<file path="config.mk">
export PLATFORM = sky130hd
export DESIGN_NAME = seven_seg_scanner
export DESIGN_NICKNAME = d
export VERILOG_FILES = /design/src/rtl/seven_seg_pkg.sv /design/src/rtl/hex7seg.sv /design/src/rtl/seven_seg_scanner.sv
export SDC_FILE = /design/constraint.sdc
export NUM_CORES = 1
export LEC_CHECK = 0
export ABC_AREA = 1
export BUFFER_PORTS_ARGS = -buffer_cell sky130_fd_sc_hd__buf_2
export CAP_MARGIN = 20
export CORE_MARGIN = 2
export CORE_UTILIZATION = 50
export CTS_CLUSTER_DIAMETER = 120
export DETAILED_ROUTE_END_ITERATION = 16
export PLACE_DENSITY = 0.69
export SLEW_MARGIN = 20
export SYNTH_ARGS = -nofsm -noshare
export SYNTH_HDL_FRONTEND = slang
export SYNTH_HIERARCHICAL = 1
export SYNTH_SLANG_ARGS = --single-unit
</file>
<file path="constraint.sdc">
create_clock -name clk -period 4.75 [get_ports clk]
set_input_delay 0.7125 -clock clk [delete_from_list [all_inputs] [get_ports clk]]
set_output_delay 0.7125 -clock clk [all_outputs]
set_load 0.01 [all_outputs]
</file>
<file path="src/rtl/seven_seg_pkg.sv">
// Shared types and constants for the Basys3 seven-segment scanner.
package seven_seg_pkg;

    localparam int NUM_DIGITS = 4;

    typedef enum logic {BLANK, DRIVE} scan_state_t;

    // Active-low "everything off" patterns for the segment and anode pins.
    localparam logic [6:0] SEG_OFF = 7'h7F;
    localparam logic [3:0] AN_OFF  = 4'hF;

endpackage

</file>
<file path="src/rtl/hex7seg.sv">
// Hex nibble to seven-segment decoder, active-high outputs, segments A..G in bits 0..6.
module hex7seg (
    input  logic [3:0] d_i,
    output logic [6:0] seg_o
);

    always_comb begin
        seg_o = 7'h00;
        case (d_i)
            4'h0: seg_o = 7'h3F;
            4'h1: seg_o = 7'h06;
            4'h2: seg_o = 7'h5B;
            4'h3: seg_o = 7'h4F;
            4'h4: seg_o = 7'h66;
            4'h5: seg_o = 7'h6D;
            4'h6: seg_o = 7'h7D;
            4'h7: seg_o = 7'h07;
            4'h8: seg_o = 7'h7F;
            4'h9: seg_o = 7'h6F;
            4'hA: seg_o = 7'h77;
            4'hB: seg_o = 7'h7C;
            4'hC: seg_o = 7'h39;
            4'hD: seg_o = 7'h5E;
            4'hE: seg_o = 7'h79;
            4'hF: seg_o = 7'h71;
            default: seg_o = 7'h00;
        endcase
    end

endmodule

</file>
<file path="src/rtl/seven_seg_scanner.sv">
// Time-multiplexed 4-digit common-anode display driver with a one-deep pending
// buffer that is committed to the displayed shadow only at frame boundaries.
module seven_seg_scanner
    import seven_seg_pkg::*;
#(
    parameter int CLK_HZ       = 100_000_000,
    parameter int DIGIT_HZ     = 1000,
    parameter int BLANK_CYCLES = 16
) (
    input  logic        clk,
    input  logic        rst_n,
    input  logic [15:0] value_i,
    input  logic [3:0]  digit_en_i,
    input  logic [3:0]  dp_i,
    input  logic        valid_i,
    output logic        ready_o,
    output logic [6:0]  seg_o,
    output logic        dp_o,
    output logic [3:0]  an_o,
    output logic        frame_o
);

    localparam int TICKS = CLK_HZ / DIGIT_HZ;
    localparam int CNT_W = $clog2(TICKS);
    localparam logic [CNT_W-1:0] CNT_LAST  = CNT_W'(TICKS - 1);
    localparam logic [CNT_W-1:0] CNT_BLANK = CNT_W'(BLANK_CYCLES);
    localparam logic [1:0]       IDX_LAST  = 2'(NUM_DIGITS - 1);

    if (TICKS < 2 || BLANK_CYCLES < 1 || BLANK_CYCLES >= TICKS) begin : g_bad_params
        $error("seven_seg_scanner: need TICKS >= 2 and 1 <= BLANK_CYCLES < TICKS");
    end

    scan_state_t      state_q, state_d;
    logic [CNT_W-1:0] cnt_q, cnt_d;
    logic [1:0]       idx_q, idx_d;

    logic [15:0] pend_val_q, pend_val_d;
    logic [3:0]  pend_en_q, pend_en_d;
    logic [3:0]  pend_dp_q, pend_dp_d;
    logic        pend_full_q, pend_full_d;
    logic [15:0] shd_val_q, shd_val_d;
    logic [3:0]  shd_en_q, shd_en_d;
    logic [3:0]  shd_dp_q, shd_dp_d;

    logic [6:0] seg_q, seg_d;
    logic       dp_q, dp_d;
    logic [3:0] an_q, an_d;
    logic       frame_q, frame_d;

    logic       wrap, boundary, take;
    logic [3:0] nibble;
    logic [6:0] hex_seg;

    hex7seg u_hex7seg (
        .d_i   (nibble),
        .seg_o (hex_seg)
    );

    assign nibble = shd_val_q[{idx_q, 2'b00} +: 4];

    always_comb begin
        wrap     = (cnt_q == CNT_LAST);
        boundary = wrap && (idx_q == IDX_LAST);
        take     = valid_i && !pend_full_q;

        cnt_d = wrap ? '0 : cnt_q + CNT_W'(1);
        idx_d = wrap ? idx_q + 2'd1 : idx_q;

        state_d = state_q;
        case (state_q)
            BLANK:   if (!wrap && cnt_d == CNT_BLANK) state_d = DRIVE;
            DRIVE:   if (wrap) state_d = BLANK;
            default: state_d = BLANK;
        endcase

        // take and a boundary commit never coincide: take needs the buffer empty.
        pend_val_d  = pend_val_q;
        pend_en_d   = pend_en_q;
        pend_dp_d   = pend_dp_q;
        pend_full_d = pend_full_q;
        if (take) begin
            pend_val_d  = value_i;
            pend_en_d   = digit_en_i;
            pend_dp_d   = dp_i;
            pend_full_d = 1'b1;
        end else if (boundary) begin
            pend_full_d = 1'b0;
        end

        shd_val_d = shd_val_q;
        shd_en_d  = shd_en_q;
        shd_dp_d  = shd_dp_q;
        if (boundary && pend_full_q) begin
            shd_val_d = pend_val_q;
            shd_en_d  = pend_en_q;
            shd_dp_d  = pend_dp_q;
        end

        // A disabled digit keeps segments and dp dark too, not just its anode.
        an_d  = AN_OFF;
        seg_d = SEG_OFF;
        dp_d  = 1'b1;
        if (state_q == DRIVE && shd_en_q[idx_q]) begin
            an_d[idx_q] = 1'b0;
            seg_d       = ~hex_seg;
            dp_d        = ~shd_dp_q[idx_q];
        end

        frame_d = boundary;
    end

    always_ff @(posedge clk or negedge rst_n) begin
        if (!rst_n) begin
            state_q     <= BLANK;
            cnt_q       <= '0;
            idx_q       <= '0;
            pend_val_q  <= '0;
            pend_en_q   <= '0;
            pend_dp_q   <= '0;
            pend_full_q <= 1'b0;
            shd_val_q   <= '0;
            shd_en_q    <= '0;
            shd_dp_q    <= '0;
            seg_q       <= SEG_OFF;
            dp_q        <= 1'b1;
            an_q        <= AN_OFF;
            frame_q     <= 1'b0;
        end else begin
            state_q     <= state_d;
            cnt_q       <= cnt_d;
            idx_q       <= idx_d;
            pend_val_q  <= pend_val_d;
            pend_en_q   <= pend_en_d;
            pend_dp_q   <= pend_dp_d;
            pend_full_q <= pend_full_d;
            shd_val_q   <= shd_val_d;
            shd_en_q    <= shd_en_d;
            shd_dp_q    <= shd_dp_d;
            seg_q       <= seg_d;
            dp_q        <= dp_d;
            an_q        <= an_d;
            frame_q     <= frame_d;
        end
    end

    assign ready_o = ~pend_full_q;
    assign seg_o   = seg_q;
    assign dp_o    = dp_q;
    assign an_o    = an_q;
    assign frame_o = frame_q;

endmodule

</file>
==> impl_metrics.py <==
metrics = {
    "status": {
        "status": "finished, final reports clean",
    },
    "clocking": {
        "clk_latency_ps": 350,
        "cts_buffers": 9,
        "post_cts_resized": 0,
        "cts.sinks": 82,
        "clockBufferDepth": 2,
        "clockRootBuffer": "clkbuf_8",
        "cts_setup_buffers": 0,
        "clk_pin_slew_worst_paths_ps": 90,
        "htree_levels": 3,
        "cts_hold_buf": 0,
        "cts_tree": "done",
    },
    "finish": {
        "diodes": 0,
        "drive_above_1_share_pct": 23.1,
        "fillers": 716,
        "area_growth_pct": 11.8,
        "nNetsFinal": 540,
        "multi_input_area_sq_um": 1600,
        "layout_commonest_cell": "nand2_1",
        "final_cell_mix": "nand2_1 (151), dfrtp_1 (70), inv_1 (49), nor2_1 (49), buf_2 (39)",
        "regArea_sq_um": 2070,
    },
    "global_route": {
        "track_usage_pct": 18.4,
        "grt_pass1_wl_mm": 12.6,
        "grt_max_degree": 83,
        "grt_pass1_vias": 2866,
        "overflow": 0,
        "antenna_found_initial": 0,
    },
    "die": {
        "die_h_um": 93.1,
        "pin_count": 41,
        "start_util_pct": 51.6,
        "die_x_um": 93.1,
        "rows": 32,
        "dieArea_sq_um": 8660,
        "core_sq_um": 7690,
    },
    "setup_path": {
        "endpoint_kind": "flip-flop",
        "critPathRequiredTime_ps": 5000,
        "cp_slowest_stage_delay_ps": 520,
        "crit_slowest_cell": "dfrtp_1",
        "critPathMaxFanout": 15,
        "crit_start": "idx_q[0]$_DFFE_PN0N_",
        "crit_type": "reg -> reg",
        "rr_startpoint": "idx_q[0]$_DFFE_PN0N_",
        "cp.arrival_ps": 2600,
        "worstSetupStartpointType": "flip-flop",
        "cp_cell_sequence": "inv_1, o21ai_0, o22ai_1, inv_1, ha_1, nand2_2, nand2_2, nor2_1, nor2_1, nand2_1",
    },
    "detailed_routing": {
        "routedWlPerCell_um": 11.9,
        "drc_errors": 0,
        "vias": 2898,
        "firstDrtPassIters": 4,
        "via_per_inst": 4.77,
        "dr.first_iter.drc_count": 75,
        "drt-total-wl_mm": 7.23,
        "ant_nets": 0,
    },
    "sta": {
        "period_minus_slack_ps": 2350,
        "rsz0062_at_grt": "false",
        "tightest_slew_ps": 1020,
        "worst_slew_margin_rel_pct": 31.6,
        "setup_viol": 0,
        "whs_ps": 368,
        "max_freq_ghz": 0.426,
        "finClkSkew_ps": 7.45,
        "slew_violations": 0,
        "finalWorstSetupSlack_ps": 2400,
        "min_period_over_period_pct": 49.4,
        "hold_viol": 0,
        "fin_tns_setup_ps": 0,
    },
    "yosys": {
        "yosys_warnings": 6,
        "synth_xor_area_share_pct": 0.442,
        "syn_nets": 500,
        "ys.flop_type": "dfrtp_1",
        "synthAdderAreaFrac_pct": 3.79,
        "ys_async_sr_fraction_pct": 100,
        "yosysUniqueCellTypes": 30,
        "synth-seq-cells": 82,
        "netlist_area_sq_um": 3970,
        "syn_inst": 461,
        "synth_area_per_cell_sq_um": 8.60,
        "synth_compound_area_share_pct": 4.39,
        "synth_top_family_by_area": "simple AND/OR/NAND/NOR gates",
        "seq_area_frac_synth_pct": 52.1,
        "synth-simple-area-share_pct": 25.8,
        "muxShareOfSynthArea_pct": 5.96,
        "synth_edf_count": 0,
    },
    "power": {
        "leakage_nw": 2.35,
        "seqPwrFrac_pct": 56.1,
        "p_switching_uw": 291,
        "pwr-share-clk_pct": 40.8,
        "ir_drop_v": 0.000214,
        "p_per_area_nw_per_um2": 291,
        "switching_share_pct": 22.6,
        "finalPower_mw": 1.29,
        "power.internal_uw": 998,
        "p_comb_share_pct": 3.1,
    },
    "job": {
        "drv_cap": 0,
    },
    "placement": {
        "pre_cts_ws_ps": 2410,
        "hpwlAfterDp_mm": 5.18,
        "io_buffers": 40,
        "place_congestion": 0.845,
    },
    "min_path": {
        "hp-class": "in -> async",
    },
}
==> worst paths after layout <==
path	to	slack [ps]	cells after the start
worst max-delay path	seg_o[3]$_DFF_PN1_	2400	10
worst min-delay path	cnt_q[7]$_DFF_PN0_	370	1
worst max register to register	seg_o[3]$_DFF_PN1_	2400	10
worst min register to register	shd_val_q[0]$_DFFE_PN0P_	470	2
max in group asynchronous	shd_dp_q[2]$_DFFE_PN0P_	3870	1
min in group clk	shd_val_q[0]$_DFFE_PN0P_	470	2
==> stage by stage <==
stage          cell area, sq um  utilization [%]  instances
2_1_floorplan              3970                -        461
3_3_place_gp               4220             54.9        592
3_5_place_dp               4220             54.9        592
4_1_cts                    4430             57.6        608
5_1_grt                    4430             57.6        608
6_report                   4430             57.6        608
==> per-layer routing <==
| layer | vias to the layer above | share of wire, % | routed length, um | track usage, % |
|---|---|---|---|---|
| li1 | 1508 | - | - | - |
| met1 | 1338 | 48 | 3500 | 24.0 |
| met2 | 41 | 47 | 3370 | 30.3 |
| met3 | 11 | 3.6 | 258 | 3.79 |
| met4 | 0 | 1.5 | 111 | 7.60 |
| met5 | - | 0 | 0 | 0 |
==> kinds of logic (layout without fill, tap and decap cells) <==
family,count (synthesis),after routing
simple gates,245,245
flops,82,82
buf+inv,67,112
compound gates,32,32
mux,21,21
fa+ha+maj,12,12
xor+xnor,2,2
==> power groups by stage <==
stage / clock, mW / sequential, mW / combinational, mW
final: 0.526 / 0.724 / 0.0399
after global routing: 0.568 / 0.726 / 0.0470
after CTS: 0.540 / 0.724 / 0.0417
after detailed placement: 0 / 0.737 / 0.0416
after global placement: 0 / 0.737 / 0.0396
after floorplan: 0 / 0.735 / 0.0154
==> cell type report <==
cell class | instances | share of cell area (%)
Clock inverter | 6 | 1.64
Clock buffer | 10 | 3.11
Timing Repair Buffer | 40 | 4.66
Sequential cell | 82 | 46.6
Inverter | 56 | 4.94
Tap cell | 102 | 2.88
Multi-Input combinational cell | 312 | 36.1
==> critical path, delay by kind of cell, from the launching register on <==
family                   cells  cell delay [ps]
buffers and inverters        2              560
AND/OR/NAND/NOR              5              320
flip-flops                   1              520
AO/OA/AOI/OAI                2              510
adder cells (fa/ha/maj)      1              320
==> registers in the layout, summed over array words and instances (netlist names), 2 cells and up <==
| name | count |
|---|---|
| pend_en_q | 4 |
| seg_o | 7 |
| shd_en_q | 4 |
| pend_dp_q | 4 |
| cnt_q | 17 |
| shd_val_q | 16 |
| an_o | 4 |
| shd_dp_q | 4 |
| pend_val_q | 16 |
| idx_q | 2 |
==> synthesized netlist by cell type, types with 3 or more instances <==
| library cell | count | area share (%) |
|---|---|---|
| nand4_1 | 3 | 0.47 |
| dfrtp_1 | 70 | 44 |
| buf_2 | 5 | 0.63 |
| mux2_2 | 21 | 6.0 |
| nor2_1 | 49 | 4.6 |
| ha_1 | 12 | 3.8 |
| o21ai_0 | 20 | 2.5 |
| inv_1 | 49 | 4.6 |
| dfstp_2 | 12 | 8.0 |
| a21oi_1 | 5 | 0.63 |
| buf_6 | 4 | 1.1 |
| o22ai_1 | 5 | 0.79 |
| inv_2 | 3 | 0.28 |
| nand3_1 | 20 | 2.5 |
| nand2_2 | 11 | 1.7 |
| nand2_1 | 151 | 14 |
| nor2_2 | 4 | 0.63 |
(Power assumes the default switching activity.)
